===== config.mk =====
export PLATFORM = sky130hd
export DESIGN_NAME = scan_display_ctrl
export DESIGN_NICKNAME = d
export VERILOG_FILES = /design/src/rtl/scan_display_pkg.sv /design/src/rtl/scan_display_lz_mask.sv /design/src/rtl/scan_display_ctrl.sv
export SDC_FILE = /design/constraint.sdc
export NUM_CORES = 1
export LEC_CHECK = 0
export ABC_AREA = 1
export CORE_MARGIN = 10
export CORE_UTILIZATION = 25
export DETAILED_ROUTE_END_ITERATION = 10
export GPL_TIMING_DRIVEN = 0
export PLACE_DENSITY = 0.47
export SLEW_MARGIN = 20
export SYNTH_ARGS = -nofsm -noshare
export SYNTH_HDL_FRONTEND = slang
export SYNTH_HIERARCHICAL = 1
export SYNTH_SLANG_ARGS = --single-unit

===== constraint.sdc =====
create_clock -name clk -period 2.2 [get_ports clk]
set_input_delay 0.44 -clock clk [delete_from_list [all_inputs] [get_ports clk]]
set_output_delay 0.44 -clock clk [all_outputs]
set_load 0.02 [all_outputs]

===== src/rtl/scan_display_pkg.sv =====
// Shared definitions for the multiplexed display scanner: FSM state
// encoding and the width helper used to size the scan index and counters.
package scan_display_pkg;

    // BLANK is the reset state so the scanner always starts dark.
    typedef enum logic {
        BLANK = 1'b0,
        SHOW  = 1'b1
    } scan_state_t;

    // Number of bits needed to encode values 0..value-1.
    function automatic int clog2(input int value);
        int result;
        result = 0;
        while ((1 << result) < value) begin
            result = result + 1;
        end
        return result;
    endfunction

endpackage


===== src/rtl/scan_display_lz_mask.sv =====
// Leading-zero suppression mask. A digit is blanked when suppression is
// on and it and every more-significant nibble are zero. Digit 0 always
// stays visible so a value of zero still shows a single "0".
module lz_mask
    import scan_display_pkg::*;
#(
    parameter int NUM_DIGITS = 8
) (
    input  logic [4*NUM_DIGITS-1:0] shadow,
    input  logic                    lz_suppress,
    output logic [NUM_DIGITS-1:0]   mask
);

    // zero_above[i] is set when nibbles i..NUM_DIGITS-1 are all zero.
    logic [NUM_DIGITS-1:0] zero_above;

    // Ripple the all-zero condition down from the top digit, then gate it.
    always_comb begin
        zero_above = '0;
        mask       = '0;
        zero_above[NUM_DIGITS-1] = (shadow[4*NUM_DIGITS-1 -: 4] == 4'h0);
        for (int i = NUM_DIGITS - 2; i >= 0; i--) begin
            zero_above[i] = zero_above[i+1] && (shadow[4*i +: 4] == 4'h0);
        end
        for (int i = 1; i < NUM_DIGITS; i++) begin
            mask[i] = lz_suppress && zero_above[i];
        end
    end

endmodule


===== src/rtl/scan_display_ctrl.sv =====
// Multiplexed seven-segment scan controller. Each digit is lit for DIV
// clocks followed by BLANK_CYC all-dark clocks to prevent ghosting. The
// displayed nibbles come from a shadow register captured once per frame
// (or on demand via load) so a frame never shows a torn value.
module scan_display_ctrl
    import scan_display_pkg::*;
#(
    parameter int NUM_DIGITS = 8,
    parameter int DIV        = 100000,
    parameter int BLANK_CYC  = 16
) (
    input  logic                         clk,
    input  logic                         reset,
    input  logic [4*NUM_DIGITS-1:0]      data,
    input  logic [NUM_DIGITS-1:0]        digit_en,
    input  logic                         lz_suppress,
    input  logic                         load,
    output logic [NUM_DIGITS-1:0]        anode,
    output logic [3:0]                   nib,
    output logic [clog2(NUM_DIGITS)-1:0] sel,
    output logic                         frame_done
);

    localparam int SEL_W  = clog2(NUM_DIGITS);
    // +1 keeps the counters at least one bit wide for the minimum parameters.
    localparam int PSC_W  = clog2(DIV + 1);
    localparam int BCNT_W = clog2(BLANK_CYC + 1);

    localparam logic [SEL_W-1:0]  SEL_LAST  = SEL_W'(NUM_DIGITS - 1);
    localparam logic [PSC_W-1:0]  PSC_LAST  = PSC_W'(DIV - 1);
    localparam logic [BCNT_W-1:0] BCNT_LAST = BCNT_W'(BLANK_CYC - 1);

    scan_state_t             state_q, state_d;
    logic [PSC_W-1:0]        psc_q, psc_d;
    logic [BCNT_W-1:0]       bcnt_q, bcnt_d;
    logic [SEL_W-1:0]        sel_q, sel_d;
    logic                    wrap;
    logic [4*NUM_DIGITS-1:0] shadow_q;
    logic [NUM_DIGITS-1:0]   supp_mask;
    logic                    lit;
    logic [NUM_DIGITS-1:0]   anode_d, anode_p1;
    logic [3:0]              nib_d, nib_p1;
    logic                    frame_done_p1;

    lz_mask #(
        .NUM_DIGITS (NUM_DIGITS)
    ) u_lz_mask (
        .shadow      (shadow_q),
        .lz_suppress (lz_suppress),
        .mask        (supp_mask)
    );

    // FSM state, prescaler, blanking counter and scan index.
    always_ff @(posedge clk or negedge reset) begin
        if (!reset) begin
            state_q <= BLANK;
            psc_q   <= '0;
            bcnt_q  <= '0;
            sel_q   <= SEL_LAST;
        end else begin
            state_q <= state_d;
            psc_q   <= psc_d;
            bcnt_q  <= bcnt_d;
            sel_q   <= sel_d;
        end
    end

    // Next-state logic: SHOW for DIV clocks, BLANK for BLANK_CYC clocks,
    // advancing the scan index as each blanking interval ends.
    always_comb begin
        state_d = state_q;
        psc_d   = psc_q;
        bcnt_d  = bcnt_q;
        sel_d   = sel_q;
        wrap    = 1'b0;
        case (state_q)
            SHOW: begin
                if (psc_q == PSC_LAST) begin
                    bcnt_d  = '0;
                    state_d = BLANK;
                end else begin
                    psc_d = psc_q + 1'b1;
                end
            end
            BLANK: begin
                if (bcnt_q == BCNT_LAST) begin
                    psc_d   = '0;
                    state_d = SHOW;
                    if (sel_q == SEL_LAST) begin
                        sel_d = '0;
                        wrap  = 1'b1;
                    end else begin
                        sel_d = sel_q + 1'b1;
                    end
                end else begin
                    bcnt_d = bcnt_q + 1'b1;
                end
            end
        endcase
    end

    // Shadow capture at the start of each frame or on an explicit load;
    // both together are still just one capture of the current data.
    always_ff @(posedge clk or negedge reset) begin
        if (!reset) begin
            shadow_q <= '0;
        end else if (wrap || load) begin
            shadow_q <= data;
        end
    end

    // Decode the drive for the current slot: only a SHOW slot whose digit
    // is enabled and not suppressed pulls its anode low.
    always_comb begin
        anode_d = '1;
        nib_d   = 4'h0;
        lit     = 1'b0;
        if (state_q == SHOW) begin
            nib_d = shadow_q[{sel_q, 2'b00} +: 4];
            lit   = digit_en[sel_q] && !supp_mask[sel_q];
            if (lit) begin
                anode_d[sel_q] = 1'b0;
            end
        end
    end

    // Output stage: registered drive, one clock behind the FSM. The async
    // reset darkens the display immediately, mid-slot included.
    always_ff @(posedge clk or negedge reset) begin
        if (!reset) begin
            anode_p1      <= '1;
            nib_p1        <= 4'h0;
            frame_done_p1 <= 1'b0;
        end else begin
            anode_p1      <= anode_d;
            nib_p1        <= nib_d;
            frame_done_p1 <= wrap;
        end
    end

    assign anode      = anode_p1;
    assign nib        = nib_p1;
    assign frame_done = frame_done_p1;
    assign sel        = sel_q;

endmodule

==> results.yml <==
worst_setup_path:
  r2r_start: "bcnt_q[0]"
  cpMaxStageDelayCell: "clkdlybuf4s50_1"
  crit_end: "sel[1]"
  cp_num_cells: 1
  crit_buf_inv: 1
  crit_family: "buffers and inverters"
  slowest_delay_ps: 640
  path_class: "reg2out"
  cp-startpoint: "sel[1]"
  reg2reg_setup_slack_ps: 280
  reg2reg_to: "shadow_q[10]"
  reg2regPathDepth: 11
  crit_arrival_ps: 1580
  cp.required_ps: 1760
  path_cells: "clkdlybuf4s50_1"
  crit_path_start_kind: "register"
  worstPathMaxFanout: 7
  end_kind: "primary output"
layout:
  nets: 642
  drive_above_1_share: 0.1605
  syn2layout_area_growth_pct: 28.91
  fin_cells: 814
  design_area_um2: 5194
  utilization: 0.3281
  diodes: 0
timing:
  period_minus_slack_ps: 2022
  period_share: 0.9190
  setup_tns_ps: 0
  slew_violations: 0
  finalSetupViolations: 0
  rsz0062_at_grt: "no"
  finClkSkew_ps: 13.58
  slew_headroom: 0.6148
  finalHoldViolCount: 0
  max_clock_freq_ghz: 0.4946
  tightest_slew_ps: 575.6
  worst_hold_slack_ps: 42.73
yosys:
  syn_avg_cell_area_um2: 7.718
  synth_area_leaders: "dfrtp_1 37%, nand2_1 15%, dfstp_2 7.2%, inv_1 7.0%, o21ai_2 7.0%"
  yosysTopAreaCell: "dfrtp_1"
  yosys_register_bits: 71
  syn-num-nets: 571
  ys.warnings.count: 6
  ys_async_sr_fraction: 1.000
  synthesis.area_um2: 4029
  synth_cell_types: 33
  synth-seq-area-share: 0.4444
  synth_enable_flop_cells: 0
  synth_top_area_frac: 0.3727
  synth_flop_cell: "dfrtp_1"
  syn_inst: 522
cts:
  post_cts_buffers: 0
  ctsHtreeMaxLevel: 3
  cts.sinks: 71
  clk_pin_slew_ps: 60
  cts_buffers: 9
  post_cts_resized: 0
  clock_path_buffers: 2
  postCtsHoldBufs: 0
  worstSkewPairLatency_ps: 340
  cts_tree: "done"
  root_buffer: "clkbuf_16"
place:
  gp_congestion: 0.8052
  place_area_um2: 4907
  dp_cells: 798
  post-dp-hpwl_mm: 8.395
  io_buffer_count: 59
die:
  core-area_um2: 15830
  die_area_um2: 21590
  die_h_um: 146.9
  ios: 60
  start_util: 0.2545
  fp.dieW_um: 146.9
  rows: 46
routing:
  final_antenna_net_count: 0
  wirelength_mm: 10.70
  drc: 0
  drtPass1Iterations: 5
  num_vias: 3517
  wl_per_cell_um: 13.14
  drt_iter0_drc: 249
  avgViaCountPerCell: 4.321
power:
  p_leak_nw: 2.435
  pwr-share-seq: 0.448
  ir_worst_vdd_uv: 364.6
  cellInternalPower_mw: 2.336
  p_switching_mw: 0.8141
  cellPowerDensity_nw_per_um2: 606.6
  pwr-share-clk: 0.448
  pwr-share-comb: 0.104
  switching_share: 0.2584
grt:
  grt_max_degree: 41
  grt_first_pass_wirelength_mm: 17.91
  grt_pass1_vias: 3444
  grt_overflow: 0
  antenna_found_initial: 0
  grt_usage: 0.1020
outcome:
  status: "finished, final reports clean"
min_path:
  worstHoldPathType: "in2async"
run:
  drv_cap: 0
==> power by group through the flow <==
| stage | clock network (mW) | registers [mW] | logic [mW] |
|---|---|---|---|
| 6_report | 1.41 | 1.41 | 0.327 |
| 5_1_grt | 1.52 | 1.42 | 0.368 |
| 2_1_floorplan | 0 | 1.43 | 0.162 |
| 4_1_cts | 1.45 | 1.41 | 0.335 |
| 3_3_place_gp | 0 | 1.43 | 0.327 |
| 3_5_place_dp | 0 | 1.44 | 0.333 |
==> cells in the final DEF, fill, tap and decap left out, drive strengths merged, types with 3 or more instances in the layout <==
master and count:
nand2 162, inv 81, dfrtp 60, nor2 60
clkdlybuf4s50 58, o21ai 53, nand3 30, nand4 17
buf 16, clkbuf 12, dfstp 11, or2 8
o211ai 7, ha 5, a21oi 4, xor2 4
nor3 3
==> logic make-up after synthesis <==
family,synth area share
other cells,0.0009308
flops,0.4444
simple gates,0.3090
buf+inv,0.1059
fa+ha+maj,0.01553
compound gates,0.1155
xor+xnor,0.008695
==> cells in the mapped netlist (4+ instances only) <==
| library cell | instances |
|---|---|
| xor2_1 | 4 |
| nand2_1 | 160 |
| o21ai_0 | 20 |
| nand4_1 | 17 |
| nand3_1 | 29 |
| inv_1 | 75 |
| or2_2 | 7 |
| nor2_1 | 52 |
| o21ai_2 | 32 |
| o211ai_1 | 7 |
| buf_6 | 9 |
| a21oi_1 | 4 |
| dfstp_2 | 11 |
| ha_1 | 5 |
| nor2_2 | 6 |
| dfrtp_1 | 60 |
==> per-stage QoR <==
| stage | power, mW | setup WS, ps |
|---|---|---|
| 6_report | 3.150 | 178.1 |
| 2_1_floorplan | 1.590 | 482.0 |
| 3_5_place_dp | 1.768 | 131.8 |
| 4_1_cts | 3.200 | 154.4 |
| 5_1_grt | 3.304 | 74.90 |
| 3_3_place_gp | 1.761 | -1899 |
==> how the worst min path moves through the flow <==
stage           endpoint  slack [ps]  depth (start not counted)
6_report       psc_q[12]          40                          1
5_1_grt        psc_q[12]          80                          1
4_1_cts        psc_q[12]          60                          1
3_5_place_dp   psc_q[12]         410                          1
3_3_place_gp   bcnt_q[4]         460                          2
2_1_floorplan  bcnt_q[0]         140                          0
==> flip-flops by register name, summed over array words and instances (netlist names) <==
signal      cells
anode           8
psc_q          17
sel             3
nib             4
frame_done      1
state_q         1
bcnt_q          5
shadow_q       32
==> layer usage <==
metal,GRT usage,part of all wire,up-vias,routed length [um]
li1,-,-,1781,-
met1,0.1395,0.50,1660,5332
met2,0.1540,0.45,70,4823
met3,0.02303,0.041,6,434
met4,0.03667,0.0098,0,105
met5,0,0,-,0
==> cell type report <==
type,count,area [um^2]
fillers,1682,10630
multi-input cells,358,1812
flip-flops and latches,71,1790
repair buffers,60,608.1
inverters,77,291.5
well taps,216,270.3
clock buffers,10,239.0
plain buffers,16,135.1
clock inverters,6,47.55
(Power assumes the default switching activity.)
